`src/rtl/aes_pkg.sv`:
```
// Shared AES constants and the sequencer state encoding.
package aes_pkg;

    localparam int AES_BLK_W     = 128;
    localparam int AES_KEY_W     = 128;
    localparam int AES128_NR     = 10;
    localparam int AES_ROUND_W   = 32;
    localparam int AES_RND_CNT_W = 4;

    typedef enum logic [1:0] {
        IDLE = 2'd0,
        RUN  = 2'd1,
        DONE = 2'd2
    } aes_state_e;

endpackage

```
`src/rtl/aes_round_sequencer.sv`:
```
// Iterative AES-128 round controller. It drives an external combinational
// single-round datapath once per clock and holds the ciphertext until the
// consumer takes it.
module aes_round_sequencer
    import aes_pkg::*;
#(
    parameter int NR = AES128_NR
) (
    input  logic                   clk,
    input  logic                   rst,
    input  logic                   in_valid,
    output logic                   in_ready,
    input  logic [AES_BLK_W-1:0]   in_data,
    input  logic [AES_KEY_W-1:0]   in_key,
    output logic                   out_valid,
    input  logic                   out_ready,
    output logic [AES_BLK_W-1:0]   out_data,
    output logic                   busy,
    output logic [AES_ROUND_W-1:0] dp_round,
    output logic [AES_BLK_W-1:0]   dp_data,
    output logic [AES_KEY_W-1:0]   dp_key,
    input  logic [AES_KEY_W-1:0]   dp_key_in,
    input  logic [AES_BLK_W-1:0]   dp_data_in,
    input  logic [AES_BLK_W-1:0]   dp_last_in
);

    localparam logic [AES_RND_CNT_W-1:0] LAST_RND = AES_RND_CNT_W'(NR);

    aes_state_e               st_q;
    logic [AES_BLK_W-1:0]     state_q;
    logic [AES_KEY_W-1:0]     key_q;
    logic [AES_RND_CNT_W-1:0] rnd_q;
    logic [AES_BLK_W-1:0]     out_q;

    // FSM and all datapath registers; reset aborts any block in flight
    always_ff @(posedge clk or posedge rst) begin
        if (rst) begin
            st_q    <= IDLE;
            state_q <= '0;
            key_q   <= '0;
            rnd_q   <= '0;
            out_q   <= '0;
        end else begin
            case (st_q)
                IDLE: begin
                    if (in_valid) begin
                        state_q <= in_data ^ in_key;
                        key_q   <= in_key;
                        rnd_q   <= AES_RND_CNT_W'(1);
                        st_q    <= RUN;
                    end
                end
                RUN: begin
                    if (rnd_q == LAST_RND) begin
                        out_q <= dp_last_in;
                        st_q  <= DONE;
                    end else begin
                        state_q <= dp_data_in;
                        key_q   <= dp_key_in;
                        rnd_q   <= rnd_q + AES_RND_CNT_W'(1);
                    end
                end
                DONE: begin
                    if (out_ready) begin
                        st_q <= IDLE;
                    end
                end
                default: begin
                    st_q <= IDLE;
                end
            endcase
        end
    end

    // Handshake and status outputs decode the state register only
    assign in_ready  = (st_q == IDLE);
    assign busy      = (st_q == RUN);
    assign out_valid = (st_q == DONE);
    assign out_data  = out_q;

    // Datapath feed; the round number is only meaningful while running
    assign dp_round = (st_q == RUN) ? AES_ROUND_W'(rnd_q) : '0;
    assign dp_data  = state_q;
    assign dp_key   = key_q;

endmodule
```
`config.mk`:
```
export PLATFORM = sky130hd
export DESIGN_NAME = aes_round_sequencer
export DESIGN_NICKNAME = d
export VERILOG_FILES = /design/src/rtl/aes_pkg.sv /design/src/rtl/aes_round_sequencer.sv
export SDC_FILE = /design/constraint.sdc
export NUM_CORES = 1
export LEC_CHECK = 0
export ABC_AREA = 1
export BUFFER_PORTS_ARGS = -buffer_cell sky130_fd_sc_hd__buf_2
export CORE_AREA = 4 4 418 420
export CTS_CLUSTER_DIAMETER = 100
export DETAILED_ROUTE_END_ITERATION = 6
export DIE_AREA = 0 0 422 424
export PLACE_DENSITY_LB_ADDON = 0.12
export SETUP_SLACK_MARGIN = 0.2
export SLEW_MARGIN = 30
export SYNTH_ARGS = -nofsm -noshare
export SYNTH_HDL_FRONTEND = slang
export SYNTH_SLANG_ARGS = --single-unit
```
`constraint.sdc`:
```
create_clock -name clk -period 15.82 [get_ports clk]
set_clock_uncertainty 0.1 [all_clocks]
set_input_delay 0.791 -clock clk [delete_from_list [all_inputs] [get_ports clk]]
set_output_delay 0.791 -clock clk [all_outputs]
set_load 0.03 [all_outputs]
```
==> results of run 1 <==
-- how the worst min path moves through the flow --
stage	start	endpoint	slack [ns]
floorplan	st_q[0]	st_q[1]	0.43
global placement	out_data[117]	out_data[117]	0.35
detailed placement	out_data[82]	out_data[82]	0.35
CTS	rst	out_data[35]	0.14
global route	rst	out_data[115]	0.19
finish	rst	out_data[37]	0.17
-- per-stage QoR --
| step | instances | hold WS (ns) |
|---|---|---|
| 2_1_floorplan | 3103 | 0.431 |
| 3_3_place_gp | 6184 | 0.351 |
| 3_5_place_dp | 6185 | 0.354 |
| 4_1_cts | 6285 | 0.142 |
| 5_1_grt | 6299 | 0.190 |
| 6_report | 6311 | 0.165 |
-- where the power goes --
part	total, mW	internal [mW]	switching [mW]	leakage (nW)
clock network	1.36	0.830	0.530	0.967
registers	1.80	1.52	0.284	4.70
logic	3.90	0.928	2.97	11.9
-- area by class of cell --
class | count | area [sq um] | share of cell area, %
repair buffers | 1060 | 5450 | 18.1
multi-input cells | 2238 | 9160 | 30.3
inverters | 265 | 1010 | 3.36
well taps | 2233 | 2790 | 9.25
flip-flops and latches | 390 | 9760 | 32.3
clock buffers | 79 | 1640 | 5.42
clock inverters | 21 | 327 | 1.08
diodes | 25 | 62.6 | 0.207
-- metal layers --
metal | vias to the layer above | track usage [%] | share of wire, %
met2 | 728 | 23.5 | 49
li1 | 11300 | - | -
met4 | 16 | 4.63 | 3.2
met1 | 10800 | 16.7 | 42
met3 | 212 | 3.60 | 6.2
met5 | - | 0 | 0.076
-- cells in the mapped netlist --
master and instances:
inv_1 263, o31ai_1 1, inv_4 1, buf_4 41
nand3_1 519, dfrtp_1 390, clkbuf_1 51, nand2_1 1675
inv_2 1, buf_1 13, conb_1 1, ha_1 2
nor2_1 7, xor2_1 1, buf_2 105, nand4_1 1
nand2_2 2, nand2_4 1, nand3_2 1
-- layout by cell type, fill, tap and decap left out --
| cell type | netlist | routed |
|---|---|---|
| o31ai_1 | 1 | 1 |
| nand2_4 | 1 | 1 |
| buf_16 | 0 | 2 |
| dfrtp_1 | 390 | 390 |
| inv_8 | 0 | 1 |
| clkinv_4 | 0 | 1 |
| xor2_1 | 1 | 1 |
| clkbuf_8 | 0 | 17 |
| bufinv_16 | 0 | 7 |
| buf_12 | 0 | 3 |
| nor2_4 | 0 | 1 |
| inv_16 | 0 | 1 |
| clkinvlp_4 | 0 | 2 |
| nand3_1 | 519 | 519 |
| inv_12 | 0 | 1 |
| nand3_4 | 0 | 1 |
| clkbuf_16 | 0 | 55 |
| clkinv_8 | 0 | 2 |
| buf_6 | 0 | 1 |
| inv_2 | 1 | 1 |
| clkbuf_1 | 51 | 7 |
| inv_1 | 263 | 262 |
| nand2_1 | 1675 | 1674 |
| ha_1 | 2 | 2 |
| conb_1 | 1 | 28 |
| diode_2 | 0 | 25 |
| nand4_1 | 1 | 1 |
| buf_4 | 41 | 20 |
| nand2_8 | 0 | 3 |
| clkinv_2 | 0 | 8 |
| buf_2 | 105 | 1034 |
| nor2_1 | 7 | 6 |
-- sequential cells by signal, indices dropped and copies added (netlist names) --
register and flops:
dp_data 128, dp_key 128, out_data 128, rnd_q 4
st_q 2
-- worst reg2reg max path, stage by stage, from the launching register on --
cell	delay, ns
dfrtp_1	0.45
nand2_8	0.42
inv_12	0.27
nand2_8	0.68
buf_4	0.68
buf_4	0.83
buf_4	0.75
nand3_1	0.23
nand2_1	0.11
-- logic make-up (layout without fill, tap and decap cells) --
family,count (synthesis),in the layout
simple gates,2206,2206
flops,390,390
fa+ha+maj,2,2
buf+inv,475,1425
compound gates,1,1
other cells,1,53
xor+xnor,1,1
==> results.json, run 1 <==
{
  "status": "completed",
  "wirelength_mm": 129,
  "synth.cell_area_sq_um": 20800,
  "startpoint": "st_q[0]",
  "drt-initial-drc-count": 1307,
  "area_growth_pct": 45.0,
  "power.leakage_nw": 17.6,
  "grt_pass1_wl_mm": 178,
  "vdd_drop_max_uv": 97.0,
  "cts.path.max_buffers": 3,
  "arrival_ns": 5.05,
  "holdBufCountCts": 0,
  "cpPeakStageDelay_ns": 0.75,
  "pre_cts_ws_ns": 11.16,
  "worst_slack_ns": 11.23,
  "cp.required_ns": 16.28,
  "power_density_nw_per_um2": 234,
  "io_pins": 1063,
  "finalSetupTns_ns": 0,
  "cts_tree": "yes",
  "grt_pass1_vias": 23000,
  "ys_ff_latch": 390,
  "track_usage_pct": 13.7,
  "wl_per_cell_microns": 20.5,
  "synth_compound_area_share_pct": 0.0360,
  "place_area_sq_um": 28100,
  "nets": 4656,
  "rows": 152,
  "synth_fa_ha_area_share_pct": 0.120,
  "core_area_sq_um": 171000,
  "synth-simple-area-share_pct": 43.0,
  "ys_seq_area_share_pct": 46.9,
  "dr.pass1.iters": 5,
  "synth_top_family_by_area": "simple AND/OR/NAND/NOR gates",
  "viasPerCell": 3.64,
  "routabilityCongestion": 0.865,
  "cp_num_cells": 8,
  "start_util_pct": 12.2,
  "clk-insertion-delay-late_ns": 0.63,
  "ff2ff_setup_slack_ns": 11.23,
  "vias": 23000,
  "crit_path_end_kind": "flip-flop",
  "rsz0062_at_grt": "no",
  "hp-class": "in -> async",
  "cp-start-kind": "flip-flop",
  "crit-reg2reg-launch": "st_q[0]",
  "worst_pin_slew_ns": 0.971,
  "antenna_found_initial": 70,
  "die_w_microns": 422,
  "finish.utilization_pct": 17.7,
  "dieArea_sq_um": 179000,
  "clk_pin_slew_ns": 0.06,
  "crit_top_cell": "buf_4",
  "crit_chain": "nand2_8 > inv_12 > nand2_8 > buf_4 > buf_4 > buf_4 > nand3_1 > nand2_1",
  "setup_viol_count_final": 0,
  "synth_cell_type_count": 19,
  "period_share_pct": 29.0,
  "hold_viol": 0,
  "crit_family": "buffers and inverters",
  "overflow": 0,
  "final_layout_size_suffix_gt1_share_pct": 28.7,
  "cts_buffers": 55,
  "dp_hpwl_mm": 99.4,
  "cts_setup_buffers": 0,
  "post_cts_resized": 0,
  "rr_worst_depth": 8,
  "synth_mux_area_share_pct": 0,
  "cts-root-buf": "clkbuf_16",
  "cp_max_fo": 95,
  "antenna_left": 0,
  "stdcell_area_sq_um": 30200,
  "drv_cap": 0,
  "grt_start_max_net_pins": 136,
  "syn_inst": 3076,
  "numClockSinks": 390,
  "dieHeight_microns": 424,
  "cts-htree-levels": 2,
  "synthTopCellsByArea": "dfrtp_1, nand2_1, nand3_1",
  "worst-path-buf-inv": 4,
  "avgSynthCellArea_sq_um": 6.77,
  "totalPowerFinal_mw": 7.06,
  "slew_viol_final": 0,
  "remaining_drc_errors": 0,
  "setup.worst_path.class": "reg -> reg",
  "synth_xor_area_share_pct": 0.0421,
  "synth_top_area_cell": "dfrtp_1",
  "relSlewSlack_pct": 35.3,
  "critPathCapture": "dp_key[117]",
  "rr_endpoint": "dp_key[117]",
  "synth_top_area_share_pct": 46.9,
  "fillerInstances": 19900,
  "yosys_warnings": 0,
  "min_period_ns": 4.59,
  "fmax_mhz": 218,
  "slowest_stage": "buf_4",
  "port_buffers": 1034
}
Note: power is estimated with default switching activity, not from simulation.
==> inputs of run 2 (changes only) <==
ABC_AREA = 0   (was 1)
CORE_AREA = 4 4 417 419   (was 4 4 418 420)
DIE_AREA = 0 0 421 423   (was 0 0 422 424)
clock period = 4.1 ns   (was 15.82 ns; I/O delays follow)
==> run 2 against run 1 <==
Effect of this change:
- worst setup slack worse by 10 ns
- cell area increased by 16%
- routed wire length fell by 25%
==> results.json, run 2 <==
{
  "status": "completed",
  "ys_seq_area_share_pct": 51.5,
  "cp_max_fo": 32,
  "holdWs_ns": 0.0669,
  "rr_endpoint": "dp_key[12]",
  "cts-htree-levels": 2,
  "vdd_drop_max_uv": 336,
  "internal_power_mw": 14.2,
  "antenna_left": 0,
  "cts-root-buf": "clkbuf_16",
  "finish.utilization_pct": 20.6,
  "grt_pass1_wl_mm": 140,
  "cp-start-kind": "flip-flop",
  "synth_cell_type_count": 24,
  "dp_hpwl_mm": 76.9,
  "relSlewSlack_pct": 44.3,
  "power.leakage_nw": 15.9,
  "ys.flop_type": "dfrtp_1",
  "arrival_ns": 3.56,
  "period_share_pct": 75.9,
  "viasPerCell": 3.26,
  "io_pins": 1063,
  "drt-initial-drc-count": 407,
  "avgSynthCellArea_sq_um": 14.7,
  "dr.pass1.iters": 4,
  "stdcell_area_sq_um": 35200,
  "ff2ff_setup_slack_ns": 0.99,
  "p_switching_mw": 11.1,
  "grt_pass1_vias": 19800,
  "dieHeight_microns": 423,
  "drv_cap": 0,
  "remaining_drc_errors": 0,
  "routabilityCongestion": 0.838,
  "synthTopCellsByArea": "dfrtp_1, mux2_2, mux2_1",
  "synth_top_area_cell": "dfrtp_1",
  "syn_inst": 1289,
  "wirelength_mm": 97.3,
  "hp-class": "in -> async",
  "core_area_sq_um": 171000,
  "start_util_pct": 11.1,
  "clk-insertion-delay-late_ns": 0.65,
  "p_seq_share_pct": 27.0,
  "crit-reg2reg-launch": "st_q[0]",
  "cp.required_ns": 4.54,
  "fillerInstances": 18700,
  "dieArea_sq_um": 178000,
  "synth_top_area_share_pct": 51.5,
  "cts_tree": "yes",
  "synth.cell_area_sq_um": 19000,
  "post_cts_resized": 0,
  "rows": 152,
  "power_density_nw_per_um2": 720,
  "port_buffers": 1034,
  "synth-edff-count": 0,
  "wl_per_cell_microns": 18.5,
  "p_sw_share_pct": 44.0,
  "grt_start_max_net_pins": 110,
  "setup_viol_count_final": 0,
  "place_area_sq_um": 26800,
  "yosysMostFrequentCell": "mux2_2",
  "setup.worst_path.class": "reg -> reg",
  "layout_common_cells": "buf_2, dlygate4sd3_1, mux2_2, dfrtp_1, mux2_1",
  "rr_worst_depth": 6,
  "synth_common_cells": "mux2_2, dfrtp_1, mux2_1",
  "track_usage_pct": 10.5,
  "nets": 3621,
  "area_growth_pct": 85.5,
  "ys_ff_latch": 390,
  "combPwrFrac_pct": 52.2,
  "antenna_found_initial": 21,
  "worst_pin_slew_ns": 0.835,
  "final_common_cell": "buf_2",
  "hold_viol": 0,
  "rsz0062_at_grt": "no",
  "numClockSinks": 390,
  "clock_power_share_pct": 20.8,
  "cts_buffers": 57,
  "clk_pin_slew_ns": 0.06,
  "vias": 17200,
  "crit_path_end_kind": "flip-flop",
  "slew_viol_final": 0,
  "cts_setup_buffers": 0,
  "min_period_ns": 3.11,
  "final_layout_size_suffix_gt1_share_pct": 54.1,
  "async_flop_share_pct": 100,
  "overflow": 0,
  "holdBufCountCts": 633,
  "die_w_microns": 421,
  "fmax_mhz": 321,
  "yosys_warnings": 0,
  "cts.path.max_buffers": 3
}
==> run 2: cell count changes after synthesis, moves of 13 or more <==
cell / delta
nand2_1: -1674
nand3_1: -517
mux2_2: +466
inv_1: -257
mux2_1: +175
xor2_1: +127
buf_2: -66
clkbuf_1: -46
buf_1: -13
buf_6: +13
==> run 2: how the worst max path moves through the flow <==
| stage | start | to | slack (ns) | depth (start not counted) |
|---|---|---|---|---|
| after floorplan | rst | dp_data[0] | -1.45 | 1 |
| after global placement | rnd_q[0] | out_data[121] | 1.50 | 6 |
| after detailed placement | rnd_q[0] | out_data[18] | 1.44 | 6 |
| after CTS | st_q[0] | dp_key[15] | 0.93 | 6 |
| after global routing | st_q[0] | dp_key[12] | 0.84 | 6 |
| final | st_q[0] | dp_key[12] | 0.99 | 6 |
==> run 2: area by class of cell <==
class | count | area, sq um | area share [%]
multi-input cells | 820 | 8620 | 24.5
clock inverters | 28 | 373 | 1.06
well taps | 2233 | 2790 | 7.95
diodes | 11 | 27.5 | 0.0783
clock buffers | 79 | 1640 | 4.66
inverters | 7 | 35.0 | 0.0996
repair buffers | 1699 | 11900 | 33.9
flip-flops and latches | 390 | 9760 | 27.8
==> run 2: logic make-up (layout without fill, tap and decap cells) <==
logic type,after synthesis,count (layout),synth area share (%)
other,1,39,0.0198
buffers and inverters,106,1813,3.70
AO/OA/AOI/OAI,7,7,0.284
XOR/XNOR,129,129,5.96
AND/OR/NAND/NOR,13,13,0.330
multiplexers,641,641,38.1
flip-flops,390,390,51.5
adder cells (fa/ha/maj),2,2,0.132
==> run 2: through the flow <==
stage / cells / power, mW / setup TNS (ns) / setup WS, ns
floorplan: 1316 / 14.6 / -565.85 / -1.45
global placement: 4516 / 19.2 / 0 / 1.50
detailed placement: 4516 / 19.2 / 0 / 1.44
CTS: 5256 / 25.9 / 0 / 0.929
global route: 5263 / 26.7 / 0 / 0.843
finish: 5267 / 25.3 / 0 / 0.988
==> run 2: layer usage <==
metal | share of wire [%] | track usage, % | up-vias
li1 | - | - | 7907
met5 | 0.066 | 0 | -
met4 | 3.7 | 4.07 | 10
met1 | 37 | 11.4 | 8504
met2 | 52 | 19.0 | 590
met3 | 7.2 | 3.57 | 160
==> run 2: power groups by stage <==
stage          combinational, mW  sequential (mW)  clock (mW)
2_1_floorplan               4.01             10.6           0
3_3_place_gp                12.3             6.91           0
3_5_place_dp                12.3             6.89           0
4_1_cts                     13.5             6.88        5.54
5_1_grt                     13.9             7.10        5.70
6_report                    13.2             6.84        5.28
==> run 2: critical path, stage by stage, from the launching register on <==
cell           delay, ns
dfrtp_1             0.52
nand2b_4            0.25
inv_6               0.40
buf_4               0.41
mux2_2              0.38
dlygate4sd3_1       0.57
mux2_2              0.26
